==> src/rtl/fir_mac_engine.sv <==
// fir_mac_engine
//   Sequential FIR stage. It has one multiplier and a TAPS-deep sample
//   delay line. Each accepted sample takes TAPS clocks, one tap per clock.
//   The accumulator is shifted right arithmetically by SHIFT and then
//   saturated to DATA_W bits. The result goes out with a one-cycle
//   out_valid pulse.
//
// Ports
//   clk        rising-edge clock
//   rst        asynchronous active-high reset
//   in_valid   sample present on in_data
//   in_data    signed input sample (DATA_W)
//   in_ready   engine idle, so a sample is taken this cycle
//   coef_we    coefficient write strobe (honoured only while idle)
//   coef_addr  tap index to write
//   coef_data  signed coefficient (COEF_W, SHIFT fraction bits)
//   out_valid  one-cycle pulse marking a new out_data
//   out_data   signed saturated result; holds until the next result
module fir_mac_engine #(
  parameter int DATA_W = 8,
  parameter int COEF_W = 8,
  parameter int TAPS   = 4,
  parameter int SHIFT  = 6,
  localparam int ADDR_W = (TAPS > 1) ? $clog2(TAPS) : 1
) (
  input  logic                     clk,
  input  logic                     rst,
  input  logic                     in_valid,
  input  logic signed [DATA_W-1:0] in_data,
  output logic                     in_ready,
  input  logic                     coef_we,
  input  logic [ADDR_W-1:0]        coef_addr,
  input  logic signed [COEF_W-1:0] coef_data,
  output logic                     out_valid,
  output logic signed [DATA_W-1:0] out_data
);

  localparam int PROD_W = DATA_W + COEF_W;
  localparam int ACC_W  = DATA_W + COEF_W + $clog2(TAPS);

  typedef enum logic {IDLE, MAC} state_t;

  state_t                   state;
  logic signed [DATA_W-1:0] x [TAPS];
  logic signed [COEF_W-1:0] c [TAPS];
  logic signed [ACC_W-1:0]  acc;
  logic [ADDR_W-1:0]        idx;

  logic                     accept;
  logic                     coef_wr;
  logic signed [PROD_W-1:0] prod;
  logic signed [ACC_W-1:0]  prod_ext;
  logic signed [ACC_W-1:0]  acc_sum;
  logic signed [ACC_W-1:0]  acc_shr;
  logic signed [ACC_W-1:0]  sat_max;
  logic signed [ACC_W-1:0]  sat_min;
  logic signed [DATA_W-1:0] sat_val;

  assign in_ready = (state == IDLE);
  assign accept   = in_ready && in_valid;
  // Addresses past the last tap are dropped. The compare is done in int
  // width so that it also works when TAPS is not a power of two.
  assign coef_wr  = in_ready && coef_we && (int'(coef_addr) < TAPS);

  assign sat_max = ACC_W'(2 ** (DATA_W - 1) - 1);
  assign sat_min = ACC_W'(-(2 ** (DATA_W - 1)));

  always_comb begin
    // Both operands are sign-extended to the product width before the
    // multiply, so the low PROD_W bits hold the exact signed product.
    prod     = PROD_W'(x[idx]) * PROD_W'(c[idx]);
    prod_ext = $signed({{(ACC_W - PROD_W){prod[PROD_W-1]}}, prod});
    // acc_sum already includes the current tap's product. On the final MAC
    // edge, the saturated output is taken from this value.
    acc_sum  = acc + prod_ext;
    acc_shr  = acc_sum >>> SHIFT;
    if (acc_shr > sat_max) begin
      sat_val = sat_max[DATA_W-1:0];
    end else if (acc_shr < sat_min) begin
      sat_val = sat_min[DATA_W-1:0];
    end else begin
      sat_val = acc_shr[DATA_W-1:0];
    end
  end

  always_ff @(posedge clk or posedge rst) begin
    if (rst) begin
      state     <= IDLE;
      acc       <= '0;
      idx       <= '0;
      out_valid <= 1'b0;
      out_data  <= '0;
      for (int k = 0; k < TAPS; k++) begin
        x[k] <= '0;
        c[k] <= '0;
      end
    end else begin
      out_valid <= 1'b0;
      // A write on the accept edge lands before the first MAC edge, so the
      // computation that starts on that edge uses the new coefficient.
      if (coef_wr) begin
        c[coef_addr] <= coef_data;
      end
      case (state)
        IDLE: begin
          if (accept) begin
            x[0] <= in_data;
            for (int k = 1; k < TAPS; k++) begin
              x[k] <= x[k-1];
            end
            acc   <= '0;
            idx   <= '0;
            state <= MAC;
          end
        end
        MAC: begin
          acc <= acc_sum;
          idx <= idx + ADDR_W'(1);
          if (idx == ADDR_W'(TAPS - 1)) begin
            out_data  <= sat_val;
            out_valid <= 1'b1;
            idx       <= '0;
            state     <= IDLE;
          end
        end
        default: state <= IDLE;
      endcase
    end
  end

endmodule

==> config.mk <==
export PLATFORM = sky130hd
export DESIGN_NAME = fir_mac_engine
export DESIGN_NICKNAME = d
export VERILOG_FILES = /design/src/rtl/fir_mac_engine.sv
export SDC_FILE = /design/constraint.sdc
export NUM_CORES = 1
export LEC_CHECK = 0
export CAP_MARGIN = 20
export CORE_UTILIZATION = 64
export DETAILED_ROUTE_END_ITERATION = 6
export DONT_BUFFER_PORTS = 1
export GPL_ROUTABILITY_DRIVEN = 0
export GPL_TIMING_DRIVEN = 1
export PLACE_DENSITY = 0.85
export SETUP_SLACK_MARGIN = 0.15
export SYNTH_ARGS = -nofsm -noshare
export SYNTH_HDL_FRONTEND = slang
export SYNTH_SLANG_ARGS = --single-unit
==> constraint.sdc <==
create_clock -name clk -period 20.7 [get_ports clk]
set_clock_uncertainty 0.15 [all_clocks]
set_input_delay 6.21 -clock clk [delete_from_list [all_inputs] [get_ports clk]]
set_output_delay 6.21 -clock clk [all_outputs]
set_load 0.03 [all_outputs]
Yosys cells after proc, flatten, opt, wreduce, memory -nomap -nowiden

Cells that the tools add are included.

Add/subtract/negate cells: 2
Multipliers: 1
Divide/modulo/power cells: 0
Order comparisons: 5
Eq/ne operators: 2
Shifts and indexed selects: 0
Muxes and demuxes: 21
Bitwise logic cells: 3
Reduce and logical (&&, ||, !) cells: 5

Operators with widths:

| kind                                                                             | number |
|---|---|
| 8-bit two-way mux                                                                | 7 |
| 18-bit case mux with 2 select lines                                              | 1 |
| 8-bit binary-select mux with 2-bit select                                        | 2 |
| 32-bit bitwise mux                                                               | 1 |
| 18-bit by 16-bit adder with 18-bit output                                        | 1 |
| 18-bit two-way mux                                                               | 1 |
| 8-bit demux with 2-bit select                                                    | 1 |
| 8-bit by 8-bit multiplier with 16-bit output                                     | 1 |
| 12-bit by 8-bit greater-than comparator with 1-bit output, second input constant | 1 |
| 12-bit by 8-bit < comparator with 1-bit output, second input constant            | 1 |
| 3-bit >= comparator, second input constant                                       | 2 |
| 2-bit inverter with 3-bit output                                                 | 2 |
| 1-bit two-way mux                                                                | 4 |
| 2-bit two-way mux                                                                | 2 |
| 2-bit case mux with 2 select lines                                               | 1 |
| 2-bit AND reduction                                                              | 2 |
| 1-bit logical AND                                                                | 3 |
| 3-bit by 1-bit < comparator with 1-bit output, second input constant             | 1 |
| 2-bit by 1-bit adder with 2-bit output, second input constant                    | 1 |
| 2-bit == test, second input constant                                             | 1 |
| 2-bit by 1-bit inequality test with 1-bit output, second input constant          | 1 |
| 1-bit case mux with 2 select lines                                               | 1 |
| 1-bit inverter                                                                   | 1 |

Flip-flop bits (word level): 94
Bits in latches: 0
RAM bits: 0
ROM bits: 0
Bits of input ports: 22
Output and inout port bits: 10
Logic and storage cells: 52
Memories: 0

Logic depth before layout (Yosys ltp)

Gate-level depths: netlist of run 1.

Depth in word-level cells: 9
Depth in mapped cells: 24
Depth with buffers taken out: 22

Least setup slack after synthesis of run 1

OpenSTA, ideal clock, no wires.

Path kind: input to register
Start: input in_valid
End: register x[24] in the netlist's numbering
Arrival: 7.235 ns
Path slack: 13.190 ns
Stages on the path: 4
Cells stage by stage: nor2b_1 clkbuf_1 clkbuf_1 mux2_2

Longest elaborated chain between the ends: 2

Ends and longest elaborated chain:

| what                            | RTL line | text |
|---|---|---|
| from (decl)                     | 28       | `input logic in_valid,` |
| 1-bit logical AND               | 60       | `assign accept = in_ready && in_valid;` |
| 2-bit AND reduction (no line)   | --       |  |
| to (signal, indexed assignment) | 109      | `x[k] <= x[k-1];` |
| to (decl)                       | 44       | `logic signed [DATA_W-1:0] x [TAPS];` |

No other way between the ends.
A chain may end at the register's enable or synchronous reset.

Worst setup path after layout of run 1

Start: register idx[1]
End: register out_data[0]

Longest elaborated chain between the ends: 9
Elaborated cells on any way between the ends: 15
Those cells by class: add/sub (1); mul (1); order compare (2); eq/ne (1); mux (8); bitwise (1); reduce/logical (1)

Ends and longest elaborated chain:

| what                                                   | RTL line | text |
|---|---|---|
| from (decl)                                            | 47       | `logic [ADDR_W-1:0] idx;` |
| from (signal assigned)                                 | 118      | `idx <= idx + ADDR_W'(1);` |
| 2-bit inverter with 3-bit output (implied by the code) | 71       | `prod = PROD_W'(x[idx]) * PROD_W'(c[idx]);` |
| 8-bit binary-select mux with 2-bit select              | 71       |  |
| 8-bit two-way mux (implied by the code) (2 in series)  | 71       |  |
| 8-bit by 8-bit multiplier with 16-bit output           | 71       |  |
| 18-bit by 16-bit adder with 18-bit output              | 75       | `acc_sum = acc + prod_ext;` |
| 12-bit by 8-bit < comparator with 1-bit output         | 79       | `end else if (acc_shr < sat_min) begin` |
| 8-bit two-way mux                                      | 79       |  |
| 8-bit two-way mux                                      | 77       | `if (acc_shr > sat_max) begin` |
| to (signal assigned)                                   | 120      | `out_data <= sat_val;` |
| to (decl)                                              | 35       | `output logic signed [DATA_W-1:0] out_data` |

Parallel ways exist; a longest one is shown, timed or not. The select of a mux whose other input is x is not followed.

==> results of run 1 <==
worst register-to-register path, cell delays in order (launching register included):
cell	delay (ps)
dfrtp_1	980
mux2_2	420
o21ai_1	690
nor2_1	220
fa_1	610
inv_1	60
fa_1	500
inv_1	60
fa_1	510
fa_1	490
ha_1	310
ha_1	330
o21ai_0	140
or3_1	400
o21bai_1	230
a31oi_1	250
xor2_1	160
or4_4	580
a21oi_4	250
a21oi_1	100
layout make-up:
class,count,area [um2]
Multi-Input combinational cell,402,4429
Fill cell,723,3306
Sequential cell,94,2352
Inverter,92,346.6
Tap cell,140,175.2
Clock buffer,11,141.4
Timing Repair Buffer,7,72.57
Clock inverter,5,65.06
worst max path at each step:
stage | startpoint | endpoint | slack (ps) | cells after the start
after floorplan | rst | acc[0] | 11890 | 1
after global placement | coef_addr[1] | c[29] | 13030 | 2
after detailed placement | coef_addr[1] | c[26] | 12980 | 2
after CTS | state | in_ready | 13170 | 1
after global routing | idx[1] | out_data[0] | 12850 | 19
final | idx[1] | out_data[0] | 13130 | 19
state kept, by name, indices dropped and copies added, names as in the netlist:
register,count
acc,18
c,32
idx,2
out_data,8
out_valid,1
state,1
x,32
metal layers:
layer | vias to the layer above | share of wire | GRT usage
met2 | 150 | 0.53 | 0.4791
met4 | 0 | 0.035 | 0.1292
met1 | 2368 | 0.38 | 0.3523
li1 | 1999 | - | -
met5 | - | 0 | 0
met3 | 43 | 0.054 | 0.04943
per-stage QoR:
step           cells    util  hold slack (ps)  worst slack (ps)
2_1_floorplan    604       -            319.9             11890
3_3_place_gp     734  0.6749            333.1             13030
3_5_place_dp     734  0.6749            340.9             12980
4_1_cts          750  0.6939            362.7             13170
5_1_grt          751  0.6964            385.1             12850
6_report         751  0.6964            365.3             13130
cells by family after synthesis:
logic type	count (synthesis)
XOR/XNOR	15
buffers and inverters	108
AND/OR/NAND/NOR	129
multiplexers	81
flip-flops	94
adder cells (fa/ha/maj)	123
AO/OA/AOI/OAI	54
Yosys cell counts (9+ instances only):
cell type	count	share of area
a21oi_1	9	0.0063
a22o_1	9	0.011
and2_1	33	0.029
clkbuf_1	13	0.0068
dfrtp_1	94	0.33
fa_1	80	0.22
ha_1	43	0.075
inv_1	90	0.047
mux2_2	65	0.10
mux4_2	15	0.047
nand2_1	48	0.025
nor2_1	20	0.010
xnor2_1	10	0.012
==> flow_summary.ini, run 1 <==
[outcome]
outcome = completed

[worst_hold_path]
hold_path_depth = 1
whs_endpoint = c[18]
hold_class = flip-flop to flip-flop
hp-start = c[18]

[drt]
wl_um = 14340
dr.pass1.iters = 5
drt-initial-drc-count = 310
via_per_inst = 6.072
wl_per_cell_um = 19.09
drc = 0
ant_nets = 0
vias = 4560

[setup_path]
cpMaxStageDelayCell = dfrtp_1
crit_chain = mux2_2 -> o21ai_1 -> nor2_1 -> fa_1 -> inv_1 -> fa_1 -> inv_1 -> fa_1 -> fa_1 -> ha_1 -> ha_1 -> o21ai_0 -> or3_1 -> o21bai_1 -> a31oi_1 -> xor2_1 -> or4_4 -> a21oi_4 -> a21oi_1
reg2reg_depth = 19
endpoint_kind = flip-flop
reg2reg_from = idx[1]
critPathKind = flip-flop to flip-flop
path_delay_family = adder cells
r2r_setup_slack_ps = 13130
worst-path-buf-inv = 2
path_max_fanout = 19
cp-start-kind = flip-flop
cp.arrival_ps = 7660
cpPeakStageDelay_ps = 980
cp_common_cell = fa_1
worst-endpoint-required_ps = 20790
reg2reg_to = out_data[0]

[floorplan]
die-area_mm2 = 0.01165
ios = 32
num_rows = 38
die_w_um = 108.0
core_region_area_mm2 = 0.01089
start_util = 0.6598
die_y_um = 108.0

[place]
numPortBuffers = 0
dp_hpwl_um = 10650
dpl_cell_area_mm2 = 0.007348

[yosys]
ys_ff_latch = 94
yosysSeqAreaShare = 0.3274
yosysWarnings = 0
synth-simple-area-share = 0.09178
synth_mux_area_frac = 0.1503
synthesis.nets = 749
synth-xor-area-share = 0.01829
synth_top_family_by_area = adder cells
ys.flop_type = dfrtp_1
ys_types = 48
syn_avg_cell_area_um2 = 11.89
syn_inst = 604
synth_edf_count = 0
netlist_area_mm2 = 0.007184
async_flop_share = 1.000
synth-compound-area-share = 0.05799
synth_fa_ha_area_frac = 0.2978

[clock_tree]
cts_resized = 0
clkTransAtPathRegs_ps = 100
htreeDepth = 3
cts_made_buffers = 9
clock_latency_ps = 380
cts_max_path_buffers = 2
cts_setup_buffers = 0
cts_tree = built
cts_sinks = 94
hold_buffers = 0
cts-root-buf = clkbuf_8

[sta]
max_clock_freq_mhz = 132.1
drv_slew = 0
finalHoldViolations = 0
rsz0062_at_grt = no
min_period_ps = 7569
setup-tns-final_ps = 0
final.period_utilization = 0.3657
worstMarginPinSlew_ps = 1079
setup-violations-final = 0
max_slew_margin = 0.2783

[final_layout]
area_growth_pct = 5.538
design_area_mm2 = 0.007582
final_common_cell = dfrtp_1
drive_above_1_share = 0.1882
final_cell_mix = dfrtp_1, inv_1, fa_1
diodes = 0
nets = 751

[grt]
grt_pass1_wl_um = 24540
first_global_vias = 5150
antenna_found_initial = 0
track_usage = 0.2813
grt_max_degree = 95
grt-ovfl-total = 0

[flow_run]
maxCapViolCount = 0
Power of run 1 is not shown: default switching activity piles up to over one toggle a cycle in this logic, so the estimate is an artifact.
==> run 2: changes to the inputs <==
==> constraint.sdc (replaced) <==
create_clock -name clk -period 7.2 [get_ports clk]
set_clock_uncertainty 0.15 [all_clocks]
set_input_delay 2.16 -clock clk [delete_from_list [all_inputs] [get_ports clk]]
set_output_delay 2.16 -clock clk [all_outputs]
set_load 0.03 [all_outputs]
==> flow_summary.ini, run 2 (synthesized netlist as in run 1, its figures left out) <==
[floorplan]
start_util = 0.6598
ios = 32
die_y_um = 108.0
die-area_mm2 = 0.01165
core_region_area_mm2 = 0.01089
die_w_um = 108.0
num_rows = 38

[sta]
max_clock_freq_mhz = 148.2
setup-violations-final = 0
setup-tns-final_ps = 0
drv_slew = 0
finalHoldViolations = 0
min_period_ps = 6748
final.period_utilization = 0.9373
timing.final.ws_setup_ps = 451.8
max_slew_margin = 0.2579
worstMarginPinSlew_ps = 1110
rsz0062_at_grt = no

[final_layout]
final_util = 0.6981
area_growth_pct = 5.799
drive_above_1_share = 0.1997
fill_cells = 707
final_cell_mix = dfrtp_1, inv_1, fa_1
nets = 756
diodes = 0
final_common_cell = dfrtp_1
reg_top3 = c: 32 flops, x: 32 flops, acc: 18 flops

[setup_path]
crit_chain = mux4_2 -> nand2_1 -> inv_1 -> fa_1 -> inv_1 -> fa_1 -> inv_1 -> fa_1 -> fa_1 -> ha_1 -> ha_1 -> o21ai_0 -> or3_1 -> o21bai_1 -> a31oi_1 -> xor2_1 -> or4_4 -> a21oi_4 -> a21oi_1
cp_common_cell = fa_1
cpMaxStageDelayCell = mux4_2
path_max_fanout = 13
cp-start-kind = flip-flop
cpPeakStageDelay_ps = 650
endpoint_kind = flip-flop
worst-endpoint-required_ps = 7310
reg2reg_depth = 19
critPathKind = flip-flop to flip-flop
cp.arrival_ps = 6860

[drt]
wl_um = 14430
vias = 4511
via_per_inst = 5.967
ant_nets = 0
dr.pass1.iters = 5
drc = 0
wl_per_cell_um = 19.09
drt-initial-drc-count = 286

[grt]
track_usage = 0.2882
grt_pass1_wl_um = 25110
grt_max_degree = 50
first_global_vias = 5192
antenna_found_initial = 0
grt-ovfl-total = 0

[clock_tree]
htreeDepth = 3
cts_tree = built
clock_latency_ps = 380
cts_setup_buffers = 0
hold_buffers = 0
cts_sinks = 94
cts_max_path_buffers = 2
cts-root-buf = clkbuf_8
cts_made_buffers = 9
clkTransAtPathRegs_ps = 100

[place]
post-place-ws_ps = 360.6
numPortBuffers = 0
dp_hpwl_um = 11000

[worst_hold_path]
hold_class = flip-flop to flip-flop
hold_path_depth = 1

[flow_run]
maxCapViolCount = 0

[outcome]
outcome = completed
[run 2: changes by cell type in the layout (fill, tap and decap cells not counted)]
cell | before | now
and2_1 | 33 | 32
buf_4 | 6 | 12
dfrtp_1 | 94 | 92
and2_2 | 0 | 1
clkinvlp_4 | 2 | 0
buf_16 | 1 | 0
inv_6 | 1 | 4
dfrtp_2 | 0 | 2
clkbuf_8 | 10 | 9
[run 2: what timing repair did]
item                                   in CTS  in global routing
setup endpoints to repair                   0                  7
gates resized for setup                     0                  3
endpoints found under the hold margin       0                  0
[run 2: layer usage]
metal / vias to the layer above / global-route usage / part of all wire
met3: 46 / 0.05546 / 0.041
met4: 0 / 0.1233 / 0.038
li1: 2010 / - / -
met1: 2323 / 0.3507 / 0.40
met5: - / 0 / 0
met2: 132 / 0.5023 / 0.52
[run 2: per-stage QoR]
| step | cells | cell area [um2] | hold WS (ps) |
|---|---|---|---|
| final | 756 | 7601 | 364.8 |
| after floorplan | 604 | 7184 | 319.9 |
| after CTS | 756 | 7597 | 366.2 |
| after global placement | 740 | 7393 | 333.3 |
| after global routing | 756 | 7601 | 379.8 |
| after detailed placement | 740 | 7393 | 343.2 |
[run 2: worst max-delay path, delay by kind of cell (launching register included)]
family          cells  cell delay (ps)
fa+ha+maj           6             2770
simple gates        3             1150
compound gates      5              930
mux                 1              650
flops               1              570
buf+inv             3              280
xor+xnor            1              130
[run 2: path summary, 6_finish.rpt]
check	from	endpoint	slack, ps
worst min-delay path	c[1]	c[1]	360
worst min register to register	c[1]	c[1]	360
worst max register to register	idx[0]	out_data[6]	450
max in group asynchronous	rst	idx[1]	4120
worst max-delay path	idx[0]	out_data[6]	450
min in group asynchronous	rst	c[27]	1640
[run 2: area by class of cell]
cell class,instances,area (um2),share of cell area
Clock buffer,10,127.6,0.01679
Clock inverter,6,76.32,0.01004
Inverter,92,346.6,0.04560
Multi-Input combinational cell,402,4431,0.5829
Sequential cell,94,2355,0.3098
Tap cell,140,175.2,0.02305
Timing Repair Buffer,12,90.09,0.01185
Power of run 2 is left out for the same reason.
==> variant 1: new RTL, settings of run 2 <==
The parameter `COEF_W` goes from 8 to 9.
--- a/src/rtl/fir_mac_engine.sv
+++ b/src/rtl/fir_mac_engine.sv
@@ -18,7 +18,7 @@
 //   out_data   signed saturated result; holds until the next result
 module fir_mac_engine #(
   parameter int DATA_W = 8,
-  parameter int COEF_W = 8,
+  parameter int COEF_W = 9,
   parameter int TAPS   = 4,
   parameter int SHIFT  = 6,
   localparam int ADDR_W = (TAPS > 1) ? $clog2(TAPS) : 1
Interface: changed (resized coef_data); port bits go from 32 to 33. No check against the original RTL was run, so the function may have changed too.
==> variant 1 against run 2 <==
Setup slack improved by 0.18 ns; area after synthesis up 9.2%; cell area rose by 10%; wire length is 10% higher; cell count up 6.6%; sequential cell count grew 5; count of clock-buffer cells in the layout did not move; critical path type unchanged.
Power is left out: the tool's default activity adds up to more than one toggle a clock period on the data nets, which glitch-free logic cannot reach.
==> variant 1: results (changes against run 2) <==
Synth
  – Top post-synthesis cells by area: dfrtp_1, fa_1, mux2_2
  – Post-Synthesis Net Count: 802 (+7.1%)
  – Synth async-reset ratio: 1.00 (unchanged)
  – XOR/XNOR Fraction of Synth Area: 0.0250 (+0.00674)
  – Most common flop cell mapped by yosys: dfrtp_1
  – Commonest cells in the netlist: dfrtp_1, inv_1, fa_1, mux2_2, nand2_1
  – Cell variety after synth: 57 (+19%)
  – Complex-gate fraction of the synthesized area: 0.0781 (+0.0201)
  – Synth Warn #: 0 (unchanged)
  – Post-Synth Adder-Cell Area: 0.294 (-0.00417)
  – Sequential area share after synthesis: 0.316 (-0.0118)
  – Post-synthesis mux area share: 0.146 (-0.00411)
  – Average cell area after synthesis: 12.1 sq um (+2.0%)

Worst setup path
  – Internal reg-to-reg setup slack: 0.63 ns (+0.18 ns)
  – CP endpoint: out_data[3]$_DFFE_PP0P_
  – CP max-delay cell: and2_1
  – Critical path arrival: 6.67 ns (-0.19 ns)
  – Critical path peak fanout: 16 (+3)
  – R2R cell count: 18 (-1)
  – Largest stage delay, worst path: 0.56 ns (-0.09 ns)

Global routing
  – Number of antenna violations at the first check in global routing: 0 (unchanged)
  – GRT met2 Usage: 0.493 (-0.00968)
  – Met1 Use GR: 0.365 (+0.0142)
  – First-pass GRT wire length: 27.4 mm (+9.3%)
  – GR Layer Usage met3: 0.0477 (-0.00779)
  – Vias in the first global route: 5543 (+6.8%)
  – Largest net degree at the start of global routing: 76 (+52%)
  – Total track usage: 0.282 (-0.00588)

Routing
  – 1st-pass router iterations: 4 (-1)
  – Routed vias/inst: 6.11 (+2.4%)
  – DR WL/cell: 19.8 um (+3.5%)
  – Iter 0 DRT Violations: 316 (+10%)

Placement
  – Inst Count DP: 789 (+6.6%)
  – Area after DPL: 0.00805 sq mm (+8.9%)
  – Detailed placer's ending HPWL: 12.0 mm (+8.8%)
  – Dpl ws: 0.688 ns (+0.327 ns)

Clocking
  – Bufs on Longest Clock Path: 2 (unchanged)
  – Inserted Clock Buffers: 9 (unchanged)
  – CTS resizes: 0 (unchanged)
  – CTS Root Cell: clkbuf_16
  – CTS clk-pin slew, worst paths: 0.07 ns (-0.03 ns)
  – Clock latency on the worst-skew pair: 0.36 ns (-0.02 ns)

Run status
  – Outcome: finished, final reports clean

Final layout
  – Finished Layout Cells: 806 (+6.6%)
  – Biggest regs: c x36, x x32, acc x19
  – FILL cells: 795 (+12%)
  – Layout cell share with drive strength beyond 1: 0.219 (+0.0188)

STA
  – WHS: 0.355 ns (-0.00967 ns)
  – Final setup fails: 0 (unchanged)
  – Final WS setup: 0.630 ns (+0.179 ns)
  – Worst-Margin Slew: 0.935 ns (-0.175 ns)
[variant 1: changes by cell type in the layout (fill, tap and decap cells not counted), moves of 4 or more]
cell / run 2 / this run
o32ai_1: 0 / 6
clkbuf_16: 0 / 9
fa_1: 80 / 87
and2_1: 32 / 39
nor3_1: 5 / 1
dfrtp_1: 92 / 99
nor2_1: 20 / 16
clkbuf_8: 9 / 0
mux2_2: 65 / 69
o21ai_0: 5 / 11
inv_1: 89 / 95
a21oi_2: 1 / 6
[variant 1: area by class of cell]
type                            count  area (sq um)  area share
Sequential cell                    99          2480       0.296
Inverter                           97           367      0.0438
Clock inverter                      6          78.8     0.00942
Timing Repair Buffer               11          82.6     0.00987
Clock buffer                       10           229      0.0274
Multi-Input combinational cell    436          4950       0.591
Tap cell                          147           184      0.0220
[variant 1: metal layers]
layer,part of all wire,vias to the layer above
met5,0,-
met4,0.022,0
met3,0.042,34
met2,0.53,127
met1,0.41,2589
li1,-,2177
==> variant 2: new RTL, settings of run 2 <==
Made on the original files. Reset style: synchronous (`rst`), changed in one clocked block. Comments in the files are not updated.
--- a/src/rtl/fir_mac_engine.sv
+++ b/src/rtl/fir_mac_engine.sv
@@ -83,7 +83,7 @@
     end
   end
 
-  always_ff @(posedge clk or posedge rst) begin
+  always_ff @(posedge clk) begin
     if (rst) begin
       state     <= IDLE;
       acc       <= '0;
Function: differs if rst is asserted again (counterexample within 4 cycles, from zero or initial values and one cycle with rst high); with rst held inactive, the same outputs for 4 cycles.
==> variant 2 against run 2 <==
Via count is 7.3% higher; first-iteration DRC count increased by 36%; wire length increased by 5.6%; worst hold slack worse by 0.0046 ns; sequential cell count grew 2; highest routed layer unchanged; cell area increased by 3.5%; critical endpoint is now out_data[3]$_SDFFE_PP0P_; die area up 3.5%; largest cell class unchanged; area after synthesis increased by 3.6%; setup slack better by 0.045 ns.
Power is left out: it rests on default switching activity, and per cell area and clock period it moved more than threefold.
==> variant 2: results (changes against run 2) <==
Run status
  – Outcome: finished, final reports clean

Worst setup path
  – Critical path peak fanout: 9 (-4)
  – Worst r2r dst: out_data[3]$_SDFFE_PP0P_
  – Internal reg-to-reg setup slack: 0.50 ns (+0.04 ns)

Global routing
  – Largest net degree at the start of global routing: 38 (-24%)
  – Total track usage: 0.278 (-0.00978)
  – Vias in the first global route: 5112 (-1.5%)
  – GRT met2 Usage: 0.470 (-0.0326)
  – First-pass GRT wire length: 24.6 mm (-2.0%)
  – Met1 Use GR: 0.350 (-0.000591)

Min path
  – Hold Path Origin: acc[17]$_SDFFE_PP0N_
  – Hold Path End: acc[17]$_SDFFE_PP0N_

Synth
  – Average cell area after synthesis: 11.1 sq um (-6.8%)
  – Top post-synthesis cells by area: edfxtp_1, fa_1, dfxtp_1
  – EDFF count, synth: 64 (+64)
  – Post-Synthesis Net Count: 816 (+8.9%)
  – Cell variety after synth: 57 (+19%)
  – Synth async-reset ratio: 0 (-1.00)

Final layout
  – Finished Layout Cells: 814 (+7.7%)

Clocking
  – Clock latency on the worst-skew pair: 0.35 ns (-0.03 ns)
  – CTS Root Cell: clkbuf_16

STA
  – Worst-Margin Slew: 1.08 ns (-0.0274 ns)

Routing
  – Met3 WL: 1.00 mm (+69%)
  – Post-Route M1 WL: 6.17 mm (+6.1%)
  – DR WL/cell: 18.7 um (-1.9%)
  – Vias: 4839 (+7.3%)
  – Iter 0 DRT Violations: 388 (+36%)

Placement
  – Area after DPL: 0.00759 sq mm (+2.6%)
-- variant 2: cell types whose count changed after synthesis, moves of 7 or more --
cell,change
a311oi_1,+7
a22o_1,-9
a21oi_1,+13
nand2_1,-10
nor2_1,+23
and3_1,+9
mux2_2,-64
nor3_1,+7
dfxtp_1,+32
and2_1,+66
edfxtp_1,+64
dfrtp_1,-94
-- variant 2: final cells by class --
cell class | count | area, sq um
clock buffer | 10 | 229
clock inverter | 5 | 32.5
fill | 778 | 3500
inverter | 93 | 349
multi-input combinational | 458 | 4450
sequential | 96 | 2560
tap | 143 | 179
timing repair buffer | 9 | 67.6
-- variant 2: kinds of logic after synthesis --
family                     share of synthesized area
AOI/OAI and AO/OA                             0.0647
xor gates and xnor gates                      0.0190
adders and majority gates                      0.287
buffers and inverters                         0.0604
DFF                                            0.344
muxes                                         0.0483
and+or+nand+nor                                0.176
-- variant 2: timing repair --
action | CTS | global route
hold buffers | 0 | 0
setup buffers | 0 | 0
gates resized for setup | 0 | 5
endpoints found under the setup margin | 0 | 7
